--- config.mk ---
export PLATFORM = sky130hd
export DESIGN_NAME = rr_arb16_ctrl
export DESIGN_NICKNAME = d
export VERILOG_FILES = /design/src/rtl/arb16_pkg.sv /design/src/rtl/onehot16_to_idx.sv /design/src/rtl/rr_arb16_ctrl.sv
export SDC_FILE = /design/constraint.sdc
export NUM_CORES = 1
export LEC_CHECK = 0
export BUFFER_PORTS_ARGS = -buffer_cell sky130_fd_sc_hd__clkbuf_2
export CORE_ASPECT_RATIO = 0.5
export CORE_MARGIN = 5
export CORE_UTILIZATION = 35
export DETAILED_ROUTE_END_ITERATION = 12
export PLACE_DENSITY = 0.54
export SKIP_CTS_REPAIR_TIMING = 1
export SKIP_LAST_GASP = 1
export SYNTH_ARGS = -nofsm -noshare
export SYNTH_HDL_FRONTEND = slang
export SYNTH_SLANG_ARGS = --single-unit
--- constraint.sdc ---
create_clock -name clk -period 9.6 [get_ports clk]
set_clock_uncertainty 0.15 [all_clocks]
set_input_delay 1.92 -clock clk [delete_from_list [all_inputs] [get_ports clk]]
set_output_delay 1.92 -clock clk [all_outputs]
set_load 0.02 [all_outputs]
--- src/rtl/arb16_pkg.sv ---
// Shared constants, FSM state type and rotate helpers for the 16-way
// round-robin arbiter.
package arb16_pkg;

    localparam int N    = 16;
    localparam int IDXW = 4;

    typedef enum logic {
        IDLE = 1'b0,
        BUSY = 1'b1
    } state_t;

    // A doubled vector turns the rotate into a plain shift plus a slice.
    function automatic logic [N-1:0] rotl16(input logic [N-1:0]    v,
                                            input logic [IDXW-1:0] s);
        logic [2*N-1:0] d;
        d = {v, v} << s;
        return d[2*N-1:N];
    endfunction

    function automatic logic [N-1:0] rotr16(input logic [N-1:0]    v,
                                            input logic [IDXW-1:0] s);
        logic [2*N-1:0] d;
        d = {v, v} >> s;
        return d[N-1:0];
    endfunction

endpackage

--- src/rtl/onehot16_to_idx.sv ---
// Combinational 16-bit one-hot to 4-bit binary encoder; zero input gives 0.
module onehot16_to_idx
    import arb16_pkg::*;
(
    input  logic [N-1:0]    onehot,
    output logic [IDXW-1:0] idx
);

    // NOTE: idx gets a default before the loop so no path leaves it unassigned
    // (otherwise a latch is inferred).
    always_comb begin
        idx = '0;
        for (int i = 0; i < N; i++) begin
            if (onehot[i]) idx = idx | IDXW'(i);
        end
    end

endmodule

--- src/rtl/rr_arb16_ctrl.sv ---
// 16-requester round-robin arbiter with registered one-hot grant and index.
// Define ARB_TIMEOUT_EN to add hold-time pre-emption after MAX_HOLD cycles.
module rr_arb16_ctrl #(
    parameter int N        = 16,
    parameter int IDXW     = 4,
    parameter int MAX_HOLD = 8
) (
    input  logic            clk,
    input  logic            rst_n,
    input  logic [N-1:0]    req,
    output logic [N-1:0]    gnt,
    output logic [IDXW-1:0] gnt_idx,
    output logic            gnt_vld,
    output logic            preempt
);
    import arb16_pkg::*;

    if (N != 16 || IDXW != 4 || MAX_HOLD < 1 || MAX_HOLD > 255) begin : g_bad_cfg
        $error("rr_arb16_ctrl: unsupported N/IDXW/MAX_HOLD");
    end

    state_t          state;
    logic [IDXW-1:0] ptr;
    logic            owner_hold;
    logic            timeout;
    logic            rearb;
    logic [IDXW-1:0] search_ptr;
    logic [N-1:0]    search_req;
    logic [N-1:0]    rot_req;
    logic [N-1:0]    rot_win;
    logic [N-1:0]    nxt_gnt;
    logic [IDXW-1:0] nxt_idx;

    assign owner_hold = (state == BUSY) && req[gnt_idx];
    assign rearb      = !owner_hold || timeout;

    // A leaving owner moves the pointer past itself before the search, so the
    // same edge can hand the slot on without an idle bubble.
    assign search_ptr = (state == BUSY) ? gnt_idx + IDXW'(1) : ptr;
    assign search_req = req & ~gnt;

    // Rotate so the pointer sits at bit 0, keep the lowest set bit, rotate back.
    assign rot_req = rotr16(search_req, search_ptr);
    assign rot_win = rot_req & (~rot_req + N'(1));
    assign nxt_gnt = rotl16(rot_win, search_ptr);

    onehot16_to_idx u_enc (
        .onehot (nxt_gnt),
        .idx    (nxt_idx)
    );

    // NOTE: sequential state uses non-blocking assignments so every register
    // samples the pre-edge values regardless of statement order.
    always_ff @(posedge clk or negedge rst_n) begin
        if (!rst_n) begin
            state   <= IDLE;
            ptr     <= '0;
            gnt     <= '0;
            gnt_idx <= '0;
            gnt_vld <= 1'b0;
        end else if (rearb) begin
            if (state == BUSY) ptr <= search_ptr;
            gnt     <= nxt_gnt;
            gnt_idx <= nxt_idx;
            gnt_vld <= |nxt_gnt;
            state   <= (|nxt_gnt) ? BUSY : IDLE;
        end
    end

`ifdef ARB_TIMEOUT_EN
    logic [7:0] hold_cnt;
    logic       others_wait;

    assign others_wait = |search_req;
    assign timeout     = owner_hold && others_wait && (hold_cnt == 8'(MAX_HOLD - 1));

    // The counter restarts on every (re)arbitration, including idle cycles.
    always_ff @(posedge clk or negedge rst_n) begin
        if (!rst_n) begin
            hold_cnt <= '0;
            preempt  <= 1'b0;
        end else begin
            preempt <= timeout;
            if (rearb) hold_cnt <= '0;
            else if (others_wait) hold_cnt <= hold_cnt + 8'd1;
        end
    end
`else
    assign timeout = 1'b0;
    assign preempt = 1'b0;
`endif

endmodule

==> flow_metrics.py, run 1 <==
metrics = {
    "routing": {
        "route.met2.wl_mm": 6.20,
        "routed.top_layer": "met4",
        "dr.first_iter.drc_count": 880,
        "post_drt_via_cell_ratio": 6.72,
        "wl_per_cell_um": 23.3,
        "drt-total-wl_mm": 16.2,
        "detail_route.first_pass.iterations": 6,
        "drc": 0,
        "met1Wirelength_mm": 7.57,
        "wl_met3_mm": 1.89,
        "ant_nets": 0,
        "detailroute.via_count": 4659,
    },
    "cts": {
        "cts_tree": "yes",
        "cts-buffers-inserted": 3,
        "cts_root_buffer": "sky130_fd_sc_hd__clkbuf_16",
        "deepest_clock_path_buffer_count": 2,
        "clock_insertion_delay_worst_skew_ns": 0.26,
        "cts_num_sinks": 25,
        "number_of_h_tree_branching_levels": 1,
        "clkTransAtPathRegs_ns": 0.07,
    },
    "finish": {
        "syn2layout_area_growth_pct": 7.61,
        "finish.net_count": 568,
        "fillCellCount": 1148,
        "finish.utilization": 0.388,
        "insertedDiodeCount": 0,
        "final_layout_size_suffix_gt1_frac": 0.184,
    },
    "global_route": {
        "via_count_of_the_first_global_routing_pass": 4191,
        "grt_pass1_wl_mm": 24.8,
        "initial_antenna_violation_count": 0,
        "grt_usage": 0.226,
        "grt-ovfl-total": 0,
        "grt_max_degree": 46,
    },
    "worst_setup_path": {
        "worst_setup_path_start_kind": "input pin",
        "timing.setup.critical_path_class": "input pin to register",
        "worst-endpoint-arrival_ns": 6.10,
        "worstPathRequired_ns": 9.59,
        "worstSetupEndpointType": "register",
        "critPathLaunch": "req[15]",
        "source_of_the_worst_register_to_register_timing_path": "gnt_vld",
        "path_max_fanout": 4,
    },
    "die": {
        "core_area_um2": 11100,
        "floorplan.io_pins": 40,
        "die_x_um": 161,
        "rows": 27,
        "dieArea_um2": 13800,
        "dieHeight_um": 85.7,
        "initial_core_util": 0.361,
    },
    "logic_synthesis": {
        "largest_family_of_logic_cells_by_synthesized_area": "simple AND/OR/NAND/NOR gates",
        "netlist_area_um2": 4010,
        "basic_gate_share_of_the_synthesized_area_counting_and_or_nand_and_nor_cells": 0.348,
        "post_synth_xor_xnor_area": 0.00624,
        "async_reset_ff_frac": 1.00,
        "synth-adder-area-share": 0.00312,
        "synth.net_count": 558,
        "yosys-top-cells-count": "57 x sky130_fd_sc_hd__nor3_1, 50 x sky130_fd_sc_hd__nor2_1, 45 x sky130_fd_sc_hd__a21oi_1",
        "synth.ff_latch_count": 25,
        "synth_top_flop_cell": "sky130_fd_sc_hd__dfrtp_1",
        "synth-edff-count": 0,
        "synth_top_area_share": 0.156,
        "synth.area.top_cells": "sky130_fd_sc_hd__dfrtp_1 16%, sky130_fd_sc_hd__nor3_1 7.1%, sky130_fd_sc_hd__a21oi_1 5.6%, sky130_fd_sc_hd__mux2i_1 5.0%, sky130_fd_sc_hd__nor2_1 4.7%",
        "synth_area_leader_cell": "sky130_fd_sc_hd__dfrtp_1",
        "post_synth_num_cell_types": 78,
        "ys_seq_area_frac": 0.156,
        "compound_gate_portion_of_the_synthesized_area": 0.331,
        "post_synth.cell_area_avg_um2": 7.44,
        "yosysMostFrequentCell": "sky130_fd_sc_hd__nor3_1",
        "netlist_instances": 539,
        "yosys_warnings": 0,
        "synth.area.mux_share": 0.103,
    },
    "timing": {
        "slew_viol_final": 0,
        "relSlewSlack": 0.275,
        "max_clock_freq_mhz": 164,
        "rsz0062_at_grt": "no",
        "min_period_over_period": 0.636,
        "finalSetupViolCount": 0,
        "worst_pin_slew_ns": 1.08,
        "endpoints_failing_hold": 0,
        "setup_total_negative_slack_ns": 0,
        "post-route-min-period_ns": 6.11,
    },
    "place": {
        "gpl.final_weighted_congestion": 0.955,
        "io_buffers": 38,
        "hpwl_mm": 12.4,
    },
    "status": {
        "run_status": "complete, no violations",
    },
    "job": {
        "cap_violations": 0,
    },
    "worst_hold_path": {
        "holdCritPathClass": "register to register",
        "worst_hold_startpoint": "ptr[1]",
    },
}
stage by stage:
stage | std cells | worst slack [ns] | hold slack, ns | cell area, um^2
global route | 693 | 3.12 | 0.422 | 4320
CTS | 693 | 3.61 | 0.408 | 4320
finish | 693 | 3.49 | 0.404 | 4320
detailed placement | 689 | 3.33 | 0.392 | 4240
global placement | 689 | 3.33 | 0.380 | 4240
floorplan | 539 | 4.23 | 0.349 | 4010
routing by layer:
layer | track usage | vias to the layer above
li1 | - | 2153
met1 | 0.350 | 2140
met2 | 0.295 | 322
met3 | 0.0586 | 44
met4 | 0.0728 | 0
met5 | 0 | -
registers in the layout (all words and copies together), names as in the netlist:
name,count
gnt_vld,1
gnt_idx,4
gnt,16
ptr,4
placed cells by master (no fill, tap or decap), types with 4 or more instances in the layout:
| master | Yosys | routed |
|---|---|---|
| sky130_fd_sc_hd__o21ai_1 | 4 | 4 |
| sky130_fd_sc_hd__mux2i_1 | 20 | 19 |
| sky130_fd_sc_hd__nand3_1 | 15 | 15 |
| sky130_fd_sc_hd__nand3b_1 | 4 | 4 |
| sky130_fd_sc_hd__nand2_1 | 20 | 20 |
| sky130_fd_sc_hd__a21oi_1 | 45 | 45 |
| sky130_fd_sc_hd__o31ai_1 | 5 | 5 |
| sky130_fd_sc_hd__clkbuf_2 | 0 | 38 |
| sky130_fd_sc_hd__nor4_1 | 15 | 15 |
| sky130_fd_sc_hd__nand4_1 | 10 | 10 |
| sky130_fd_sc_hd__mux2_2 | 9 | 9 |
| sky130_fd_sc_hd__or2_2 | 8 | 8 |
| sky130_fd_sc_hd__mux4_2 | 4 | 4 |
| sky130_fd_sc_hd__a211oi_1 | 18 | 18 |
| sky130_fd_sc_hd__and3_1 | 13 | 13 |
| sky130_fd_sc_hd__a31oi_1 | 10 | 10 |
| sky130_fd_sc_hd__dfrtp_1 | 25 | 25 |
| sky130_fd_sc_hd__a21o_1 | 5 | 5 |
| sky130_fd_sc_hd__nor3_1 | 57 | 57 |
| sky130_fd_sc_hd__or4_1 | 5 | 5 |
| sky130_fd_sc_hd__o211ai_1 | 7 | 7 |
| sky130_fd_sc_hd__o22ai_1 | 7 | 7 |
| sky130_fd_sc_hd__o21ai_0 | 17 | 17 |
| sky130_fd_sc_hd__o32ai_1 | 7 | 7 |
| sky130_fd_sc_hd__nor2b_1 | 14 | 14 |
| sky130_fd_sc_hd__and2_1 | 7 | 7 |
| sky130_fd_sc_hd__buf_4 | 5 | 6 |
| sky130_fd_sc_hd__nor2_1 | 50 | 49 |
| sky130_fd_sc_hd__a211oi_2 | 9 | 9 |
| sky130_fd_sc_hd__nand2b_1 | 14 | 14 |
| sky130_fd_sc_hd__nor3_2 | 4 | 4 |
worst max-delay path, stage by stage:
cell and delay (ns):
sky130_fd_sc_hd__clkbuf_2 0.11, sky130_fd_sc_hd__nand2b_1 0.10, sky130_fd_sc_hd__a211oi_1 0.06, sky130_fd_sc_hd__a211oi_1 0.54
sky130_fd_sc_hd__nor3_1 0.11, sky130_fd_sc_hd__nor4_1 0.95, sky130_fd_sc_hd__or2_2 0.26, sky130_fd_sc_hd__nand2_1 0.07
sky130_fd_sc_hd__a221oi_1 0.27, sky130_fd_sc_hd__a21oi_1 0.09, sky130_fd_sc_hd__mux2i_1 0.33, sky130_fd_sc_hd__o211ai_1 0.18
sky130_fd_sc_hd__or4_1 0.59, sky130_fd_sc_hd__or4_1 0.51
worst paths after layout:
kind | end | slack (ns) | cells past startpoint
max | gnt_vld | 3.49 | 14
min | ptr[1] | 0.40 | 1
max reg2reg | gnt_vld | 3.51 | 13
min reg2reg | ptr[1] | 0.40 | 1
max in group asynchronous | gnt_vld | 7.36 | 1
min in group asynchronous | gnt[7] | 1.52 | 1
logic make-up after synthesis:
family / count (synthesis)
other: 1
AOI/OAI and AO/OA: 180
DFF: 25
muxes: 34
xor gates and xnor gates: 2
adders and majority gates: 1
and+or+nand+nor: 254
buffers and inverters: 42
cell type report:
type,count,area [um^2],share of cell area
Clock buffer,3,75.1,0.0174
Timing Repair Buffer,44,235,0.0545
Sequential cell,25,626,0.145
Tap cell,145,181,0.0420
Multi-Input combinational cell,472,3180,0.737
Inverter,3,11.3,0.00261
Clock inverter,1,5.00,0.00116
Power of run 1 is left out: the tool's default activity adds up to more than one toggle a clock period on the data nets, which glitch-free logic cannot reach.
==> run 2, diff against run 1 <==
- clock period: 9.6 -> 5.9 ns (I/O delays scaled with it)
==> run 2 against run 1 <==
Die area stayed put. Via count is 3.6% higher. Largest cell class unchanged. Sequential cell count stayed put. Critical path depth is 1 lower. Design area is 3.9% higher. Worst setup slack worse by 3.1 ns. First-iteration DRC count is 11% lower. Wire length is 3.6% higher. Sequential share of layout area is 0.55 points lower.
==> flow_metrics.py, run 2 (synthesis results as in run 1) <==
metrics = {
    "timing": {
        "relSlewSlack": 0.345,
        "setup_total_negative_slack_ns": 0,
        "post-route-min-period_ns": 5.51,
        "worst_hold_slack_ns": 0.409,
        "rsz0062_at_grt": "no",
        "endpoints_failing_hold": 0,
        "min_period_over_period": 0.934,
        "worst_pin_slew_ns": 0.977,
        "max_clock_freq_mhz": 181,
        "slew_viol_final": 0,
        "finalSetupViolCount": 0,
    },
    "finish": {
        "finish.net_count": 590,
        "mostFrequentLayoutCell": "sky130_fd_sc_hd__nor3_1",
        "final_cell_mix": "57 x sky130_fd_sc_hd__nor3_1, 49 x sky130_fd_sc_hd__nor2_1, 45 x sky130_fd_sc_hd__a21oi_1, 38 x sky130_fd_sc_hd__clkbuf_2, 28 x sky130_fd_sc_hd__buf_4",
        "max_flop_register": "gnt",
        "number_of_flip_flops_under_the_largest_register_name": 16,
        "layout_top_registers": "gnt: 16 flops, gnt_idx: 4 flops, ptr: 4 flops",
        "final_layout_size_suffix_gt1_frac": 0.218,
        "insertedDiodeCount": 0,
        "syn2layout_area_growth_pct": 11.8,
    },
    "worst_setup_path": {
        "worst_path_max_stage_delay_ns": 0.68,
        "worst-path-buf-inv": 0,
        "path_cells": "and3_1 > mux2_2 > o21ai_2 > nor3_1 > or4_1 > nand2_2 > a21oi_2 > o311ai_4 > mux2i_1 > mux2i_4 > o211ai_1 > or4_1 > or4_1",
        "cp_slowest_cell": "sky130_fd_sc_hd__dfrtp_1",
        "worstPathRequired_ns": 5.88,
        "worst_setup_path_start_kind": "register",
        "critical_path.most_common_cell": "sky130_fd_sc_hd__or4_1",
        "timing.setup.critical_path_class": "register to register",
        "worstSetupEndpointType": "register",
        "path_max_fanout": 16,
        "worst-endpoint-arrival_ns": 5.49,
        "path_delay_family": "simple AND/OR/NAND/NOR gates",
    },
    "die": {
        "dieArea_um2": 13800,
        "dieHeight_um": 85.7,
        "initial_core_util": 0.361,
        "core_area_um2": 11100,
        "die_x_um": 161,
        "rows": 27,
        "floorplan.io_pins": 40,
    },
    "global_route": {
        "grt_max_degree": 35,
        "grt-ovfl-total": 0,
        "grt_pass1_wl_mm": 26.3,
        "initial_antenna_violation_count": 0,
        "grt_usage": 0.239,
        "via_count_of_the_first_global_routing_pass": 4423,
    },
    "routing": {
        "drc": 0,
        "drt-total-wl_mm": 16.8,
        "post_drt_via_cell_ratio": 6.75,
        "detailroute.via_count": 4829,
        "wl_per_cell_um": 23.4,
        "dr.first_iter.drc_count": 787,
        "ant_nets": 0,
        "detail_route.first_pass.iterations": 5,
    },
    "place": {
        "hpwl_mm": 13.3,
        "gpl.final_weighted_congestion": 1.01,
        "io_buffers": 38,
    },
    "cts": {
        "deepest_clock_path_buffer_count": 2,
        "cts_num_sinks": 25,
        "cts-buffers-inserted": 3,
        "cts_tree": "yes",
        "number_of_h_tree_branching_levels": 1,
        "clock_insertion_delay_worst_skew_ns": 0.26,
        "cts_root_buffer": "sky130_fd_sc_hd__clkbuf_16",
        "clkTransAtPathRegs_ns": 0.07,
    },
    "worst_hold_path": {
        "holdCritPathClass": "register to register",
    },
    "job": {
        "cap_violations": 0,
    },
    "status": {
        "run_status": "complete, no violations",
    },
}
-- run 2: cell types whose count changed in the layout (fill, tap and decap cells not counted), sizes merged --
cell  change
buf      +22
-- run 2: final timing paths --
check / depth (start not counted) / slack [ns] / start / end
worst max-delay path: 13 / 0.39 / gnt_idx[0] / gnt_vld
worst min-delay path: 1 / 0.41 / ptr[1] / ptr[1]
worst max register to register: 13 / 0.39 / gnt_idx[0] / gnt_vld
worst min register to register: 1 / 0.41 / ptr[1] / ptr[1]
max in group asynchronous: 1 / 4.39 / rst_n / gnt[1]
min in group asynchronous: 1 / 0.79 / rst_n / gnt[14]
-- run 2: stage by stage --
| step | setup slack, ns | instances | area (um^2) | utilization |
|---|---|---|---|---|
| final | 0.387 | 715 | 4490 | 0.404 |
| after global placement | 0.133 | 711 | 4400 | 0.396 |
| after global routing | 0.125 | 715 | 4490 | 0.404 |
| after floorplan | 1.27 | 539 | 4010 | - |
| after detailed placement | 0.228 | 711 | 4400 | 0.396 |
| after CTS | 0.195 | 715 | 4480 | 0.403 |
-- run 2: final cells by class --
| cell class | count | area [um^2] |
|---|---|---|
| Clock inverter | 1 | 5.00 |
| Sequential cell | 25 | 626 |
| Fill cell | 1148 | 6630 |
| Multi-Input combinational cell | 472 | 3190 |
| Inverter | 3 | 11.3 |
| Timing Repair Buffer | 66 | 400 |
| Clock buffer | 3 | 75.1 |
| Tap cell | 145 | 181 |
-- run 2: per-layer routing --
| metal | vias to the layer above | routed length (um) | track usage | share of wire |
|---|---|---|---|---|
| met3 | 40 | 2100 | 0.0394 | 0.13 |
| met5 | - | 0 | 0 | 0 |
| li1 | 2190 | - | - | - |
| met2 | 321 | 6620 | 0.341 | 0.40 |
| met4 | 0 | 376 | 0.0464 | 0.022 |
| met1 | 2278 | 7650 | 0.374 | 0.46 |
Power of run 2 is left out for the same reason.
